===== src/rtl/demux_route_if.sv =====
// Handshake bundle around demux_route_ctrl: one flit input port and a
// shared-data output port with one valid/ready pair per destination.
interface demux_route_if #(
  parameter int nbits    = 32,
  parameter int noutputs = 4
);
  localparam int selw = $clog2(noutputs);

  logic                recv_val;
  logic                recv_rdy;
  logic [nbits-1:0]    recv_msg;
  logic [noutputs-1:0] send_val;
  logic [noutputs-1:0] send_rdy;
  logic [nbits-1:0]    send_msg;
  logic [selw-1:0]     cur_sel;

  modport master (
    output recv_val, recv_msg, send_rdy,
    input  recv_rdy, send_val, send_msg, cur_sel
  );

  modport slave (
    input  recv_val, recv_msg, send_rdy,
    output recv_rdy, send_val, send_msg, cur_sel
  );
endinterface


===== src/rtl/demux_route_ctrl.sv =====
// Packet demultiplexer: the header flit's top bits pick an output port, which
// stays latched for the whole packet; a one-entry buffer feeds the outputs.
module demux_route_ctrl #(
  parameter int nbits    = 32,
  parameter int noutputs = 4,
  parameter int pkt_len  = 4
) (
  input  logic          clk,
  input  logic          reset,
  demux_route_if.slave  io
);
  localparam int selw = $clog2(noutputs);
  localparam bit single_flit = (pkt_len == 1);
  localparam logic [8:0] pkt_len_w = 9'(pkt_len);
  localparam logic [noutputs-1:0] one_hot_base = {{(noutputs-1){1'b0}}, 1'b1};

  typedef enum logic [0:0] {
    HDR  = 1'b0,
    BODY = 1'b1
  } state_t;

  state_t              state_r;
  state_t              state_nxt_s;
  logic [7:0]          cnt_r;
  logic [7:0]          cnt_nxt_s;
  logic [8:0]          cnt_inc_s;
  logic [nbits-1:0]    buf_msg_r;
  logic [nbits-1:0]    buf_msg_nxt_s;
  logic                buf_full_r;
  logic                buf_full_nxt_s;
  logic [selw-1:0]     buf_sel_r;
  logic [selw-1:0]     buf_sel_nxt_s;
  logic [selw-1:0]     dest_s;
  logic                flush_s;
  logic                out_fire_s;
  logic                in_fire_s;
  logic                recv_rdy_s;

  assign dest_s     = io.recv_msg[nbits-1 -: selw];
  assign cnt_inc_s  = {1'b0, cnt_r} + 9'd1;
  assign out_fire_s = buf_full_r & io.send_rdy[buf_sel_r];
  // A header for a new route must wait until the last flit of the old route has left.
  assign flush_s    = (state_r == HDR) & buf_full_r & (buf_sel_r != dest_s);
  assign recv_rdy_s = (~buf_full_r | out_fire_s) & ~flush_s & ~reset;
  assign in_fire_s  = io.recv_val & recv_rdy_s;

  assign io.recv_rdy = recv_rdy_s;
  assign io.send_msg = buf_msg_r;
  assign io.cur_sel  = buf_sel_r;
  assign io.send_val = buf_full_r ? (one_hot_base << buf_sel_r) : {noutputs{1'b0}};

  // Next-state logic for the packet FSM, flit counter and output buffer.
  always_comb begin
    state_nxt_s    = state_r;
    cnt_nxt_s      = cnt_r;
    buf_msg_nxt_s  = buf_msg_r;
    buf_full_nxt_s = buf_full_r;
    buf_sel_nxt_s  = buf_sel_r;
    if (in_fire_s) begin
      buf_msg_nxt_s  = io.recv_msg;
      buf_full_nxt_s = 1'b1;
      case (state_r)
        HDR: begin
          buf_sel_nxt_s = dest_s;
          cnt_nxt_s     = 8'd1;
          if (single_flit) begin
            state_nxt_s = HDR;
          end else begin
            state_nxt_s = BODY;
          end
        end
        BODY: begin
          if (cnt_inc_s == pkt_len_w) begin
            state_nxt_s = HDR;
            cnt_nxt_s   = 8'd0;
          end else begin
            state_nxt_s = BODY;
            cnt_nxt_s   = cnt_inc_s[7:0];
          end
        end
        default: begin
          state_nxt_s = HDR;
          cnt_nxt_s   = 8'd0;
        end
      endcase
    end else if (out_fire_s) begin
      buf_full_nxt_s = 1'b0;
    end else begin
      buf_full_nxt_s = buf_full_r;
    end
  end

  // State register with synchronous reset.
  always_ff @(posedge clk) begin
    if (reset) begin
      state_r    <= HDR;
      cnt_r      <= 8'd0;
      buf_msg_r  <= {nbits{1'b0}};
      buf_full_r <= 1'b0;
      buf_sel_r  <= {selw{1'b0}};
    end else begin
      state_r    <= state_nxt_s;
      cnt_r      <= cnt_nxt_s;
      buf_msg_r  <= buf_msg_nxt_s;
      buf_full_r <= buf_full_nxt_s;
      buf_sel_r  <= buf_sel_nxt_s;
    end
  end
endmodule


===== src/flat_wrapper.sv =====
// flat-port wrapper written by rule: the top's interface ports become plain ports
module demux_route_ctrl_flat 
#(
  parameter int nbits    = 32,
  parameter int noutputs = 4,
  parameter int pkt_len  = 4
)
  (clk, reset, io_recv_val, io_recv_msg, io_send_rdy, io_recv_rdy, io_send_val, io_send_msg, io_cur_sel);
  demux_route_if #(.nbits(nbits), .noutputs(noutputs)) io_i ();
  input  logic clk;
  input  logic reset;
  input wire logic [$bits(io_i.recv_val)-1:0] io_recv_val;
  input wire logic [$bits(io_i.recv_msg)-1:0] io_recv_msg;
  input wire logic [$bits(io_i.send_rdy)-1:0] io_send_rdy;
  output wire logic [$bits(io_i.recv_rdy)-1:0] io_recv_rdy;
  output wire logic [$bits(io_i.send_val)-1:0] io_send_val;
  output wire logic [$bits(io_i.send_msg)-1:0] io_send_msg;
  output wire logic [$bits(io_i.cur_sel)-1:0] io_cur_sel;
  assign io_i.recv_val = io_recv_val;
  assign io_i.recv_msg = io_recv_msg;
  assign io_i.send_rdy = io_send_rdy;
  assign io_recv_rdy = io_i.recv_rdy;
  assign io_send_val = io_i.send_val;
  assign io_send_msg = io_i.send_msg;
  assign io_cur_sel = io_i.cur_sel;
  demux_route_ctrl #(.nbits(nbits), .noutputs(noutputs), .pkt_len(pkt_len)) u_core (.clk(clk), .reset(reset), .io(io_i));
endmodule

===== config.mk =====
export PLATFORM = sky130hd
export DESIGN_NAME = demux_route_ctrl_flat
export DESIGN_NICKNAME = d
export VERILOG_FILES = /design/src/rtl/demux_route_if.sv /design/src/rtl/demux_route_ctrl.sv /design/src/flat_wrapper.sv
export SDC_FILE = /design/constraint.sdc
export NUM_CORES = 1
export LEC_CHECK = 0
export ABC_AREA = 1
export CAP_MARGIN = 10
export CORE_ASPECT_RATIO = 0.9
export CORE_MARGIN = 3
export CORE_UTILIZATION = 35
export DETAILED_ROUTE_END_ITERATION = 10
export GPL_TIMING_DRIVEN = 0
export PLACE_DENSITY = 0.67
export SLEW_MARGIN = 20
export SYNTH_ARGS = -nofsm -noshare
export SYNTH_HDL_FRONTEND = slang
export SYNTH_SLANG_ARGS = --single-unit

===== constraint.sdc =====
create_clock -name clk -period 3.05 [get_ports clk]
set_input_delay 0.305 -clock clk [delete_from_list [all_inputs] [get_ports clk]]
set_output_delay 0.305 -clock clk [all_outputs]
set_load 0.01 [all_outputs]

==> impl_metrics.yaml <==
outcome:
  outcome: "complete, no violations"
setup_path:
  cp-start-kind: "primary input"
  crit_start: "io_recv_msg[31]"
  reg2reg_setup_slack_ps: 1380
  crit_family: "buffers and inverters"
  crit_required_ps: 2740
  rr_worst_depth: 8
  reg2reg_to: "u_core.io.send_msg[13]"
  r2r-start: "u_core.io.cur_sel[1]"
  crit_fanout: 4
  path_cells: "clkdlybuf4s50_1, nand2_1, nand2_1, nand2_1, nand2_1, nand2_1, nor2_1, clkdlybuf4s50_1"
  end_kind: "output port"
  worstSetupEndpoint: "io_recv_rdy"
  crit_path_top_delay_cell: "clkdlybuf4s50_1"
  worstSetupPathType: "primary input to output port"
  crit_buf_inv: 2
  arrival_ps: 1880
  cpPeakStageDelay_ps: 560
  crit_top_cell: "nand2_1"
  cp.depth: 8
clock_network:
  clk_path_buf_depth: 2
  cts_buffers: 5
  cts_hold_buf: 0
  cts.root.buffer_cell: "clkbuf_8"
  cts_resized: 0
  htree_levels: 2
  clkTransAtPathRegs_ps: 80
  cts_tree: "done"
  post_cts_buffers: 0
  numClockSinks: 44
  clk_latency_ps: 290
global_route:
  grt_max_degree: 15
  globalRouteTotalUtil_pct: 16.3
  grt_pass1_vias: 1816
  grt_pass1_wl_um: 8350
  antenna_found_initial: 0
  grt_overflow: 0
synthesis:
  synth-seq-cells: 44
  yosys_warnings: 0
  yosysSeqAreaShare_pct: 46.6
  synth.avg_cell_area_um2: 7.06
  netlist_area_mm2: 0.00189
  synthXorXnorAreaFrac_pct: 0
  synth_nets: 309
  synth_cell_types: 20
  syn_inst: 268
  synth_compound_area_share_pct: 14.2
  synth_mux_area_share_pct: 0
  yosys.area_share.simple_pct: 30.2
  synth_top_family_by_area: "simple AND/OR/NAND/NOR gates"
  synthAdderAreaFrac_pct: 1.32
finish:
  layout_commonest_cell: "nor2_1"
  num-fill-cells: 493
  mostFrequentLayoutCells: "77 x nor2_1, 76 x clkdlybuf4s50_1, 44 x dfxtp_1"
  final_nets: 392
  antenna_cells: 0
  postLayoutCoreUtil_pct: 56.9
  layout-drive-gt1-share_pct: 7.10
  syn_to_final_growth_pct: 50.9
sta:
  hold_violations: 0
  finalCriticalPeriod_ps: 2180
  tightestPinTransition_ps: 567
  finalMaxSlewViolations: 0
  fmax_mhz: 459
  rsz0062_at_grt: "false"
  holdWs_ps: 481
  fin_setup_tns_ps: 0
  relSlewSlack_pct: 62.2
  fin_skew_ps: 4.57
  period_share_pct: 71.5
  finalSetupViolCount: 0
floorplanning:
  fp.coreArea_mm2: 0.00501
  fp.dieW_um: 83.5
  floorplan.initialDensity_pct: 37.7
  die_area_mm2: 0.00632
  die_h_um: 75.7
  placementRows: 24
  boundaryPins: 78
power_and_ir_drop:
  p_switching_mw: 0.349
  power_frac_clock_pct: 33.7
  power.leakage_nw: 1.12
  peakVddDrop_mv: 0.269
  p_comb_share_pct: 20.0
  p_seq_share_pct: 46.3
  internal-power_mw: 1.03
  p_per_area_mw_per_mm2: 484
  swShare_pct: 25.2
run:
  drv_cap: 0
routing:
  via_per_inst: 4.73
  drc: 0
  drt_iter0_drc: 39
  firstDrtPassIters: 4
  wl_per_cell_um: 12.1
  num_vias: 1972
  drt-total-wl_um: 5030
  drtAntennaViolNets: 0
placement:
  io_buffers: 76
  routabilityCongestion: 0.882
  place_hpwl_um: 3750
worst_hold_path:
  hold_class: "primary input to flip-flop"
## cell families (layout without fill, tap and decap cells)
logic type | Yosys count | count (layout)
adders and majority gates | 2 | 2
AOI/OAI and AO/OA | 50 | 50
DFF | 44 | 44
buffers and inverters | 30 | 114
and+or+nand+nor | 142 | 142
## worst reg2reg max path, stage by stage (launching register included)
cell,delay [ps]
dfxtp_1,470
nand2_1,80
nand2_1,90
nand2_1,80
a21oi_2,130
nand3_2,200
clkbuf_2,250
o21ai_0,210
nor2_1,50
## stage by stage
stage	power, mW	std cells	setup WS [ps]	cell area [um2]
floorplan	0.779	268	1620	1890
global placement	0.928	409	897	2730
detailed placement	0.932	409	875	2730
CTS	1.40	417	873	2860
global route	1.45	417	789	2860
finish	1.38	417	870	2860
## final cells by class
class                           instances  area (um2)  area share, %
Sequential cell                        44         881           30.9
Multi-Input combinational cell        194         866           30.3
Timing Repair Buffer                   76         761           26.6
Clock buffer                            6        82.6           2.89
Tap cell                               65        81.3           2.85
Inverter                               19        73.8           2.59
Buffer                                 11        71.3           2.50
Clock inverter                          2        38.8           1.36
## cells in the mapped netlist
cell type | number | area (um2)
clkbuf_1 | 4 | 15.0
a21oi_2 | 1 | 8.76
a21oi_1 | 10 | 50.1
nand4_1 | 1 | 6.26
buf_6 | 3 | 33.8
nor2_1 | 77 | 289
a211oi_2 | 2 | 25.0
nand3_1 | 16 | 80.1
dfxtp_1 | 44 | 881
inv_4 | 1 | 6.26
nand3_2 | 1 | 10.0
inv_1 | 15 | 56.3
nand2_1 | 41 | 154
nor2_2 | 2 | 12.5
ha_1 | 2 | 25.0
clkbuf_2 | 3 | 15.0
buf_4 | 1 | 7.51
o21ai_0 | 37 | 185
inv_2 | 3 | 11.3
nor3_1 | 4 | 20.0
## routing by layer
metal | part of all wire, % | track usage [%] | vias up
met2 | 43 | 27.1 | 59
met1 | 50 | 21.4 | 884
met3 | 6.1 | 4.11 | 6
met4 | 1.1 | 4.82 | 0
met5 | 0 | 0 | -
li1 | - | - | 1023
## registers in the layout, summed over array words and instances (netlist names)
register / flops
u_core.io.send_msg: 32
u_core.cnt_r: 8
u_core.io.cur_sel: 2
u_core.buf_full_r: 1
u_core.state_r: 1
## worst min-delay path by stage
stage / start / to / slack, ps / depth (start not counted)
3_3_place_gp: u_core.io.send_msg[17] / u_core.io.send_msg[17] / 460 / 2
3_5_place_dp: u_core.io.send_msg[29] / u_core.io.send_msg[29] / 470 / 2
4_1_cts: u_core.cnt_r[7] / u_core.cnt_r[7] / 490 / 2
6_report: reset / u_core.state_r / 480 / 2
2_1_floorplan: io_recv_msg[30] / u_core.io.send_msg[30] / 450 / 2
5_1_grt: u_core.cnt_r[7] / u_core.cnt_r[7] / 500 / 2
## power groups by stage
stage	sequential [mW]	clock, mW	combinational, mW
2_1_floorplan	0.669	0	0.110
3_3_place_gp	0.653	0	0.275
3_5_place_dp	0.654	0	0.278
4_1_cts	0.641	0.479	0.280
5_1_grt	0.647	0.495	0.306
6_report	0.640	0.466	0.276
Note: power is estimated with default switching activity, not from simulation.
